`config.mk`:
```
export PLATFORM = sky130hd
export DESIGN_NAME = cache_fill_fsm
export DESIGN_NICKNAME = d
export VERILOG_FILES = /design/src/rtl/cache_fill_fsm.sv
export SDC_FILE = /design/constraint.sdc
export NUM_CORES = 1
export LEC_CHECK = 0
export CORE_MARGIN = 8
export CORE_UTILIZATION = 35
export DETAILED_ROUTE_END_ITERATION = 8
export PLACE_DENSITY = 0.8
export SETUP_SLACK_MARGIN = 0.02
export SLEW_MARGIN = 15
export SYNTH_ARGS = -nofsm -noshare
export SYNTH_HDL_FRONTEND = slang
export SYNTH_SLANG_ARGS = --single-unit
```
`constraint.sdc`:
```
create_clock -name clk -period 1.8 [get_ports clk]
set_clock_uncertainty 0.15 [all_clocks]
set_input_delay 0.18 -clock clk [delete_from_list [all_inputs] [get_ports clk]]
set_output_delay 0.18 -clock clk [all_outputs]
set_load 0.02 [all_outputs]
```
`src/rtl/cache_fill_fsm.sv`:
```
// Miss-fill controller for i_cache: fetches one block from pipelined memory, streams it into
// the data array, and writes the tag with the last word. Build option: CRITICAL_WORD_FIRST_EN.
module cache_fill_fsm #(
  parameter int BLOCK_WORDS = 8,
  parameter int ADDR_W      = 16
) (
  input  logic              clk,
  input  logic              rst,
  input  logic              miss_detected,
  input  logic [ADDR_W-1:0] miss_address,
  input  logic [15:0]       memory_data,
  input  logic              memory_data_valid,
  output logic              fsm_busy,
  output logic              memory_read,
  output logic [ADDR_W-1:0] memory_address,
  output logic              write_data_array,
  output logic              write_tag_array,
  output logic [ADDR_W-1:0] fill_address,
  output logic [15:0]       fill_data
);

  localparam int OFF_W   = $clog2(BLOCK_WORDS);
  localparam int CNT_W   = OFF_W + 1;
  localparam int BASE_LSB = OFF_W + 1;
  localparam logic [CNT_W-1:0] CNT_FULL = CNT_W'(BLOCK_WORDS);
  localparam logic [CNT_W-1:0] CNT_LAST = CNT_W'(BLOCK_WORDS - 1);

  typedef enum logic [1:0] {
    IDLE = 2'b00,
    FILL = 2'b01
  } state_t;

  state_t                    state, state_next;
  logic [ADDR_W-1:BASE_LSB]  base_q;
  logic [OFF_W-1:0]          start_q, start_d;
  logic [CNT_W-1:0]          req_cnt, rcv_cnt;
  logic [OFF_W-1:0]          req_off, rcv_off;
  logic                      req_active, rcv_fire, last_word;

`ifdef CRITICAL_WORD_FIRST_EN
  logic offset_unused;
  assign start_d       = miss_address[OFF_W:1];
  assign offset_unused = miss_address[0];
`else
  logic offset_unused;
  assign start_d       = '0;
  assign offset_unused = ^miss_address[OFF_W:0];
`endif

  // Offsets wrap inside the block; the sum is truncated so no carry reaches base_q.
  assign req_off    = start_q + req_cnt[OFF_W-1:0];
  assign rcv_off    = start_q + rcv_cnt[OFF_W-1:0];
  assign req_active = (state == FILL) && (req_cnt != CNT_FULL);
  assign rcv_fire   = (state == FILL) && memory_data_valid;
  assign last_word  = (rcv_cnt == CNT_LAST);
  assign fill_data  = memory_data;

  // NOTE: state registers use non-blocking assignments so every flop samples pre-edge values.
  always_ff @(posedge clk) begin
    if (rst) begin
      state   <= IDLE;
      base_q  <= '0;
      start_q <= '0;
      req_cnt <= '0;
      rcv_cnt <= '0;
    end else begin
      state <= state_next;
      if (state == IDLE) begin
        if (miss_detected) begin
          base_q  <= miss_address[ADDR_W-1:BASE_LSB];
          start_q <= start_d;
          req_cnt <= '0;
          rcv_cnt <= '0;
        end
      end else begin
        if (req_active) req_cnt <= req_cnt + CNT_W'(1);
        if (rcv_fire && (rcv_cnt != CNT_FULL)) rcv_cnt <= rcv_cnt + CNT_W'(1);
      end
    end
  end

  // NOTE: every output gets a default before the case so no path can infer a latch.
  always_comb begin
    state_next       = state;
    fsm_busy         = 1'b0;
    memory_read      = 1'b0;
    memory_address   = '0;
    write_data_array = 1'b0;
    write_tag_array  = 1'b0;
    fill_address     = '0;
    unique case (state)
      IDLE: begin
        if (miss_detected) state_next = FILL;
      end
      FILL: begin
        fsm_busy = 1'b1;
        if (req_active) begin
          memory_read    = 1'b1;
          memory_address = {base_q, req_off, 1'b0};
        end
        if (rcv_fire) begin
          write_data_array = 1'b1;
          fill_address     = {base_q, rcv_off, 1'b0};
          if (last_word) begin
            write_tag_array = 1'b1;
            state_next      = IDLE;
          end
        end
      end
      default: state_next = IDLE;
    endcase
  end

endmodule

```
==> run_results.csv, run 1 <==
group,metric,value,unit
synthesis,synth_cell_type_count,34,
worst_setup_path,startpoint,"req_cnt[1]",
timing,slew_violations,0,
timing,fin_crit,1.73,ns
timing,tightest_slew,0.577,ns
power,pwr-share-comb,22.6,%
power,intPower,0.760,mW
synthesis,synth-simple-area-share,36.2,%
clock_network,cts_made_buffers,3,
route,routed_wirelength,3.67,mm
clock_network,ctsHoldBuffers,0,
synthesis,synth_top_family_by_area,"simple AND/OR/NAND/NOR gates",
worst_setup_path,worst_r2r_path_depth,7,
power,seqPwrFrac,48.2,%
placed_design,hpwl,2.77,mm
power,p_sw,0.279,mW
power,leakage,0.892,nW
floorplanning,die_x,76.7,um
worst_setup_path,arrival,1.40,ns
power,powerDensity,553,nW/um^2
clock_network,htreeDepth,1,
power,pwr-share-clk,29.2,%
global_routing,grt_max_degree,21,
synthesis,synth_enable_flop_cells,0,
clock_network,clk_latency,0.25,ns
global_routing,grt_pass1_wl,5.82,mm
clock_network,clkSinkCount,21,
worst_setup_path,r2r_slack,0.17,ns
worst_setup_path,endpoint,"memory_address[4]",
finish,design_area,1880,sq um
min_path,hp-class,"input port to output pin",
floorplanning,core_area,3610,sq um
floorplanning,fp-row-count,22,
placed_design,port_buffers,49,
status,status,"finished clean",
synthesis,synth_compound_area_share,10.9,%
route,drc,0,
finish,nets,256,
synthesis,synth_xor_xnor_area_share,0.679,%
route,vias,1269,
floorplanning,die_h,76.7,um
finish,diodes,0,
route,antenna_left,0,
worst_setup_path,crit_type,"register to output pin",
synthesis,yosysSeqAreaShare,32.6,%
synthesis,syn-cell-area,1290,sq um
worst_setup_path,required,1.47,ns
floorplanning,initial_core_util,35.8,%
floorplanning,design.die.area,5880,sq um
placed_design,place_area,1790,sq um
clock_network,cts_tree,"yes",
timing,grt_setup_unrepaired,"yes",
timing,hold_violations,0,
clock_network,clockBufferDepth,2,
worst_setup_path,critPathCaptureType,"output pin",
synthesis,synth_cells,169,
clock_network,clock-root-buffer,"clkbuf_8",
global_routing,grt_pass1_vias,1255,
finish,areaGrowthSynthToFinish,45.6,%
timing,setup_viol,0,
finish,final_layout_size_suffix_gt1_share,26.5,%
route,drt-pass1-iter-count,6,
synthesis,yosys_warnings,0,
global_routing,grt_use_total,11.5,%
min_path,min_from,"memory_data[2]",
worst_setup_path,startpoint_type,"register",
floorplanning,io_pins,88,
synthesis,yosys_most_used_dff,"dfxtp_1",
global_routing,grt-ovfl-total,0,
synthesis,async_flop_share,0,%
timing,relSlewSlack,61.5,%
route,drt_iter0_drc,77,
worst_setup_path,reg2reg_from,"rcv_cnt[0]",
timing,period_share,96.4,%
global_routing,antenna_found_initial,0,
timing,holdWs,0.210,ns
worst_setup_path,rr_endpoint,"rcv_cnt[2]",
power,power.share.switching,26.9,%
power,irDropWorstVdd,0.000303,V
timing,clock.fmax,576,MHz
worst_setup_path,crit_fanout,8,
synthesis,syn_avg_cell_area,7.63,sq um
run,cap_violations,0,
synthesis,yosys_register_bits,21,
synthesis,synthAdderAreaFrac,3.88,%
clock_network,clkSlewWorstSetupHoldPaths,0.07,ns
route,avgViaCountPerCell,4.83,
route,wire_per_inst,14.0,um
placed_design,gp_congestion,0.790,
synthesis,synth_mux_area_share,0,%
[routing by layer]
metal  GRT usage (%)  vias up  part of all wire (%)  wire length [um]
met3            5.94        6                   9.9               362
met4            3.08        0                  0.65                24
met5               0        -                     0                 0
met2            17.8       45                    46              1700
li1                -      634                     -                 -
met1            13.6      584                    43              1590
[state kept, by name (all words and copies together), names as in the netlist]
name and cells:
state 1, base_q 12, rcv_cnt 4, req_cnt 4
[per-stage QoR]
| step | cells | worst slack (ns) | TNS, ns | power [mW] | utilization [%] |
|---|---|---|---|---|---|
| 2_1_floorplan | 170 | 0.135 | 0 | 0.677 | - |
| 6_report | 263 | 0.0653 | 0 | 1.04 | 52.1 |
| 4_1_cts | 261 | -0.00102 | -0.00102 | 1.03 | 49.8 |
| 3_3_place_gp | 257 | -0.172 | -4.08 | 0.733 | 49.8 |
| 3_5_place_dp | 257 | -0.187 | -4.92 | 0.738 | 49.8 |
| 5_1_grt | 263 | 0.0155 | 0 | 1.09 | 52.1 |
[placed cells by master, fill, tap and decap left out, types with 3 or more instances in the layout]
master	netlist	layout
buf_4	19	23
nand3_1	6	6
dlygate4sd2_1	0	19
and2_4	2	8
and2_1	14	8
buf_6	1	9
clkdlybuf4s50_1	0	15
nand2_1	32	31
a21oi_1	17	17
clkbuf_8	0	3
dfxtp_1	21	19
a31oi_1	3	3
ha_1	4	3
and3_1	15	15
[synth_stat cells, types with 2 or more instances]
cell type,count,area (sq um)
nand2_1,32,120
dfxtp_1,21,420
buf_4,19,143
a21oi_1,17,85.1
and3_1,15,93.8
and2_1,14,87.6
clkbuf_1,7,26.3
nand3_1,6,30.0
ha_1,4,50.1
inv_1,4,15.0
a31oi_1,3,18.8
nor3_1,3,15.0
and2_4,2,17.5
or3_1,2,12.5
[cells by family (layout without fill, tap and decap cells)]
| kind of cell | after synthesis | after routing |
|---|---|---|
| AOI/OAI and AO/OA | 24 | 25 |
| xor gates and xnor gates | 1 | 1 |
| adders and majority gates | 4 | 4 |
| buffers and inverters | 32 | 76 |
| DFF | 21 | 21 |
| other | 1 | 2 |
| and+or+nand+nor | 86 | 86 |
[how the worst min path moves through the flow]
stage | to | slack (ns) | cells after the start
after floorplan | rcv_cnt[0] | 0.12 | 1
after global placement | fill_data[10] | 0.21 | 0
after detailed placement | fill_data[10] | 0.21 | 0
after CTS | fill_data[10] | 0.21 | 0
after global routing | fill_data[12] | 0.21 | 0
final | fill_data[2] | 0.21 | 0
[power groups by stage]
stage	logic (mW)	clock network, mW	registers, mW
final	0.235	0.303	0.501
after global routing	0.257	0.328	0.504
after detailed placement	0.228	0	0.509
after CTS	0.222	0.311	0.499
after global placement	0.225	0	0.509
after floorplan	0.166	0	0.511
[timing repair]
action | CTS | global route
gates resized for setup | 94 | 23
pin swaps | 0 | 3
buffers inserted | 0 | 1
endpoints found under the setup margin | 34 | 16
gates cloned | 0 | 1
[final cells by class]
| cell class | instances | area [sq um] |
|---|---|---|
| Clock buffer | 4 | 45.0 |
| Fill cell | 376 | 1730 |
| Inverter | 4 | 15.0 |
| Multi-Input combinational cell | 118 | 728 |
| Sequential cell | 21 | 423 |
| Tap cell | 48 | 60.1 |
| Timing Repair Buffer | 68 | 607 |
[worst max-delay path: stages, from the launching register on]
cell and delay (ns):
dfxtp_2 0.33, inv_2 0.07, ha_4 0.14, nand2_4 0.06, o21a_4 0.26, and2_1 0.17
buf_6 0.13
(Power assumes the default switching activity.)
==> run 2, diff against run 1 <==
--- a/config.mk
+++ b/config.mk
@@ -5,11 +5,13 @@
 export SDC_FILE = /design/constraint.sdc
 export NUM_CORES = 1
 export LEC_CHECK = 0
+export ABC_AREA = 1
 export CORE_MARGIN = 8
 export CORE_UTILIZATION = 35
 export DETAILED_ROUTE_END_ITERATION = 8
-export PLACE_DENSITY = 0.8
+export PLACE_DENSITY = 0.81
 export SETUP_SLACK_MARGIN = 0.02
+export SKIP_LAST_GASP = 1
 export SLEW_MARGIN = 15
 export SYNTH_ARGS = -nofsm -noshare
 export SYNTH_HDL_FRONTEND = slang
==> run 2 against run 1 <==
The flow now finishes with violations (negative setup slack). Largest cell class unchanged. Worst setup slack worse by 0.093 ns. Via count down 2.8%. Clock power down 26%.
==> run_results.csv, run 2 <==
group,metric,value,unit
status,status,"complete, but fails checks",
status,violations,"negative setup slack",
timing,worst_slack,-0.0277,ns
worst_setup_path,startpoint_type,"register",
worst_setup_path,r2r_slack,0.29,ns
synthesis,yosys_register_bits,21,
route,drt_iter0_drc,46,
timing,setup_viol,7,
min_path,hp-class,"input port to output pin",
timing,tightest_slew,0.505,ns
route,wire_per_inst,13.4,um
worst_setup_path,arrival,1.50,ns
synthesis,synthTopCellsByArea,"dfxtp_1, buf_4, nor2_1, a21oi_1, inv_1",
finish,largest_register_ffs,12,
finish,areaGrowthSynthToFinish,49.1,%
worst_setup_path,crit_type,"register to output pin",
power,irDropWorstVdd,0.000344,V
min_path,min_from,"memory_data[0]",
power,p_sw,0.325,mW
timing,period_share,102,%
synthesis,yosys.area.top_type,"dfxtp_1",
floorplanning,fp-row-count,21,
finish,ff_latch_area,427,sq um
finish,layout.cells.most_common_list,"buf_4, nor2_1, a21oi_1",
synthesis,synth.most_common_cell,"nor2_1",
clock_network,clkSinkCount,21,
synthesis,yosys_warnings,0,
power,pwr-share-comb,30.0,%
synthesis,synth_top_area_share,33.9,%
worst_setup_path,reg2reg_from,"state[0]",
placed_design,place_area,1720,sq um
timing,slew_violations,0,
power,pwr-share-clk,21.6,%
floorplanning,initial_core_util,36.8,%
timing,setup_tns,-0.141,ns
synthesis,synth_cells,175,
global_routing,grt-ovfl-total,0,
min_path,whs_path_depth,0,
worst_setup_path,cp_slowest_cell,"dfxtp_2",
synthesis,syn-cell-area,1240,sq um
route,avgViaCountPerCell,4.52,
worst_setup_path,critPathCaptureType,"output pin",
global_routing,grt_pass1_wl,5.49,mm
worst_setup_path,max_stage_delay,0.35,ns
clock_network,cts_made_buffers,3,
worst_setup_path,crit_chain,"inv_2 > ha_4 > nand2_2 > nand2_2 > nand2_4 > inv_6 > buf_6 > nor2_4 > buf_6",
clock_network,htreeDepth,1,
finish,final_util,54.9,%
finish,multi_input_area,629,sq um
finish,design_area,1850,sq um
route,drt-pass1-iter-count,4,
worst_setup_path,required,1.47,ns
placed_design,port_buffers,49,
synthesis,yosys_most_used_dff,"dfxtp_1",
floorplanning,core_area,3360,sq um
route,drc,0,
finish,final_layout_size_suffix_gt1_share,37.4,%
synthesis,synth_cell_type_count,19,
clock_network,cts_tree,"yes",
floorplanning,design.die.area,5700,sq um
timing,holdWs,0.210,ns
global_routing,antenna_found_initial,0,
power,leakage,0.838,nW
global_routing,grt_max_degree,29,
floorplanning,die_x,75.5,um
timing,relSlewSlack,66.2,%
power,powerDensity,564,nW/um^2
worst_setup_path,crit_fanout,5,
finish,mostFrequentLayoutCell,"buf_4",
floorplanning,die_h,75.5,um
finish,diodes,0,
finish,nets,268,
clock_network,clkSlewWorstSetupHoldPaths,0.12,ns
min_path,hold_end,"fill_data[0]",
placed_design,gp_congestion,0.861,
floorplanning,io_pins,88,
clock_network,clk_latency,0.29,ns
synthesis,syn_avg_cell_area,7.08,sq um
worst_setup_path,rr_endpoint,"req_cnt[1]",
synthesis,synth_enable_flop_cells,0,
placed_design,hpwl,2.54,mm
timing,clock.fmax,547,MHz
clock_network,clockBufferDepth,2,
clock_network,clock-root-buffer,"clkbuf_4",
route,vias,1233,
timing,fin_crit,1.83,ns
synthesis,synthTopCellsByCount,"nor2_1, dfxtp_1, inv_1",
timing,hold_violations,0,
route,routed_wirelength,3.65,mm
global_routing,grt_pass1_vias,1254,
timing,grt_setup_unrepaired,"yes",
finish,reg_top3,"base_q: 12 flops, rcv_cnt: 4 flops, req_cnt: 4 flops",
route,antenna_left,0,
worst_setup_path,worst_r2r_path_depth,5,
synthesis,async_flop_share,0,%
finish,top_register,"base_q",
run,cap_violations,0,
finish,nFillCells,359,
global_routing,grt_use_total,12.3,%
power,intPower,0.717,mW
power,seqPwrFrac,48.4,%
synthesis,yosysSeqAreaShare,33.9,%
power,power.share.switching,31.2,%
-- run 2: repair_timing --
item / 4_1_cts / 5_1_grt
resized for setup: 128 / 44
hold buffers: 0 / 0
pin swaps: 4 / 1
buffers inserted: 4 / 1
gates cloned: 1 / 0
endpoints found under the setup margin: 34 / 29
-- run 2: cell families (layout without fill, tap and decap cells) --
kind of cell / after synthesis / in the layout / share of synthesized area, %
and+or+nand+nor: 66 / 66 / 24.2
buffers and inverters: 49 / 100 / 23.2
AOI/OAI and AO/OA: 33 / 33 / 13.5
DFF: 21 / 21 / 33.9
adders and majority gates: 4 / 4 / 4.04
other: 1 / 2 / 0.303
xor gates and xnor gates: 1 / 1 / 0.707
-- run 2: per-layer routing --
layer,wire [um],GRT usage (%),vias to the layer above
li1,-,-,631
met1,1510,13.9,563
met2,1840,21.7,37
met3,281,2.89,2
met4,19,5.12,0
met5,0,0,-
-- run 2: worst max-delay path, delay by kind of cell, from the launching register on --
family,cells,cell delay [ns]
buffers and inverters,4,0.36
and+or+nand+nor,4,0.33
adders and majority gates,1,0.15
DFF,1,0.35
-- run 2: worst max-delay path by stage --
stage / start / endpoint / slack, ns
after floorplan: req_cnt[0] / memory_address[10] / 0.14
after global placement: memory_data_valid / write_tag_array / -0.24
after detailed placement: memory_data_valid / fill_address[15] / -0.26
after CTS: req_cnt[0] / memory_address[6] / -0.12
after global routing: req_cnt[0] / memory_address[14] / -0.12
final: req_cnt[0] / memory_address[14] / -0.03
-- run 2: final cells by class --
cell class | instances | share of cell area (%)
Multi-Input combinational cell | 106 | 34.1
Timing Repair Buffer | 71 | 32.5
Sequential cell | 21 | 23.1
Inverter | 24 | 5.28
Tap cell | 46 | 3.12
Clock buffer | 4 | 1.42
Timing Repair inverter | 1 | 0.474
-- run 2: stage by stage --
step	std cells	total power, mW	worst slack [ns]
2_1_floorplan	176	0.714	0.137
3_3_place_gp	263	0.769	-0.236
3_5_place_dp	263	0.775	-0.261
4_1_cts	272	1.04	-0.118
5_1_grt	273	1.10	-0.116
6_report	273	1.04	-0.0277
-- run 2: power by group through the flow --
stage	registers (mW)	clock network (mW)	logic, mW
2_1_floorplan	0.513	0	0.201
3_3_place_gp	0.512	0	0.257
3_5_place_dp	0.514	0	0.262
4_1_cts	0.504	0.239	0.293
5_1_grt	0.506	0.256	0.340
6_report	0.504	0.225	0.313
==> run 3, diff against run 2 <==
--- a/config.mk
+++ b/config.mk
@@ -6,7 +6,6 @@
 export NUM_CORES = 1
 export LEC_CHECK = 0
 export ABC_AREA = 1
-export CORE_MARGIN = 8
 export CORE_UTILIZATION = 35
 export DETAILED_ROUTE_END_ITERATION = 8
 export PLACE_DENSITY = 0.81
==> constraint.sdc (replaced) <==
create_clock -name clk -period 1.8 [get_ports clk]
set_clock_uncertainty 0.15 [all_clocks]
set_input_delay 0.36 -clock clk [delete_from_list [all_inputs] [get_ports clk]]
set_output_delay 0.36 -clock clk [all_outputs]
set_load 0.005 [all_outputs]
==> run 3 against run 2 <==
The run still ends with negative setup slack left. Worst setup slack got worse by 0.12 ns. Fmax fell by 6.2%. Sequential share of layout area fell by 0.17 points. Routed wire length is 7.3% lower. Cell count up 2.6%. Critical path type unchanged. Largest power group unchanged. Highest routed layer unchanged.
==> run_results.csv, run 3 (synthesized netlist as in run 2, its figures left out) <==
group,metric,value,unit
floorplanning,core_area,3360,sq um
global_routing,grt_pass1_wl,5.20,mm
worst_setup_path,max_stage_delay,0.36,ns
timing,fin_crit,1.95,ns
placed_design,gp_congestion,0.874,
power,irDropWorstVdd,0.000259,V
timing,slew_violations,0,
worst_setup_path,r2r_slack,-0.09,ns
floorplanning,fp-row-count,21,
placed_design,port_buffers,49,
timing,period_share,108,%
power,leakage,0.890,nW
power,power,1.02,mW
route,drc,0,
clock_network,clkSinkCount,21,
worst_setup_path,startpoint_type,"register",
worst_setup_path,crit_path_frequent_cell,"nand2_2",
route,avgViaCountPerCell,4.66,
global_routing,antenna_found_initial,0,
power,powerDensity,551,nW/um^2
route,routed_wirelength,3.39,mm
worst_setup_path,critPathCaptureType,"output pin",
finish,final_layout_size_suffix_gt1_share,43.6,%
clock_network,clkSlewWorstSetupHoldPaths,0.13,ns
global_routing,grt_pass1_vias,1198,
timing,clock.fmax,513,MHz
route,drt_iter0_drc,58,
status,status,"complete, but fails checks",
clock_network,htreeDepth,1,
worst_setup_path,reg2reg_from,"req_cnt[0]",
clock_network,clockBufferDepth,2,
finish,diodes,0,
worst_setup_path,crit_type,"register to output pin",
worst_setup_path,crit_chain,"inv_2 > ha_4 > nand2_2 > nand2_2 > nand2_4 > buf_8 > inv_8 > nor2_2 > buf_2",
finish,layout.cells.most_common_list,"buf_2, buf_4, a21oi_1",
status,violations,"negative setup slack",
finish,largest_register_ffs,12,
route,antenna_left,0,
route,wire_per_inst,12.1,um
finish,nFillCells,355,
placed_design,place_ws,-0.512,ns
placed_design,place_area,1760,sq um
timing,worst_slack,-0.149,ns
run,cap_violations,0,
global_routing,grt_use_total,18.9,%
timing,setup_viol,15,
min_path,min_from,"base_q[14]",
worst_setup_path,required,1.29,ns
finish,top_register,"base_q",
finish,areaGrowthSynthToFinish,50.2,%
worst_setup_path,worst_r2r_path_depth,14,
finish,nets,275,
finish,design_area,1860,sq um
clock_network,clk_latency,0.31,ns
floorplanning,design.die.area,3780,sq um
worst_setup_path,crit_fanout,7,
global_routing,grt-ovfl-total,0,
route,drt-pass1-iter-count,4,
clock_network,cts_made_buffers,3,
floorplanning,die_h,61.5,um
timing,grt_setup_unrepaired,"yes",
timing,hold_violations,0,
worst_setup_path,cp_slowest_cell,"dfxtp_2",
clock_network,clock-root-buffer,"clkbuf_4",
worst_setup_path,arrival,1.44,ns
clock_network,cts_tree,"yes",
worst_setup_path,endpoint,"memory_address[5]",
placed_design,hpwl,2.13,mm
finish,reg_top3,"base_q: 12 flops, rcv_cnt: 4 flops, req_cnt: 4 flops",
global_routing,grt_max_degree,30,
worst_setup_path,startpoint,"req_cnt[0]",
min_path,hp-class,"register to register",
clock_network,ctsHoldBuffers,0,
worst_setup_path,rr_endpoint,"req_cnt[0]",
floorplanning,initial_core_util,36.8,%
floorplanning,die_x,61.5,um
route,vias,1305,
finish,mostFrequentLayoutCell,"buf_2",
floorplanning,io_pins,88,
run 3: worst min path at each step:
stage,cells after the start,end,slack (ns)
floorplan,1,rcv_cnt[1],0.28
detailed placement,2,base_q[5],0.32
CTS,2,base_q[7],0.35
global placement,2,base_q[13],0.31
global route,2,base_q[7],0.38
finish,2,base_q[14],0.36
run 3: metrics by stage:
step           hold WS, ns  util [%]  TNS (ns)  instances
2_1_floorplan        0.279         -         0        176
3_3_place_gp         0.313      52.2    -10.69        266
3_5_place_dp         0.319      52.2    -11.01        266
4_1_cts              0.349      54.3     -2.07        281
5_1_grt              0.384      55.3     -3.48        280
6_report             0.355      55.3     -1.90        280
run 3: critical path, delay by kind of cell (launching register included):
kind | cells | cell delay, ns
DFF | 1 | 0.36
buffers and inverters | 4 | 0.34
and+or+nand+nor | 4 | 0.27
adders and majority gates | 1 | 0.15
run 3: area by class of cell:
cell class / count / area (sq um) / area share, %
clock buffers: 3 / 22.5 / 1.21
clock inverters: 1 / 5.00 / 0.269
inverters: 24 / 97.6 / 5.25
multi-input cells: 106 / 629 / 33.8
flip-flops and latches: 21 / 427 / 22.9
well taps: 46 / 57.6 / 3.09
repair buffers: 78 / 613 / 33.0
repair inverters: 1 / 8.76 / 0.471
run 3: per-layer routing:
metal  track usage (%)  vias to the layer above  part of all wire [%]
met5                 0                        -                     0
met4              6.98                        0                  0.68
met3              3.36                        6                   5.5
met2              33.9                       43                    50
met1              22.2                      606                    44
li1                  -                      650                     -
run 3: report_power, final:
group	switching (mW)	internal, mW
Clock	0.158	0.0829
Combinational	0.142	0.139
Sequential	0.00980	0.493
run 3: what timing repair did:
action                                  4_1_cts  5_1_grt
pin swaps                                     7        4
endpoints found under the setup margin       34       33
gates resized for setup                     154       20
setup buffers                                 9        0
cloned                                        2        0
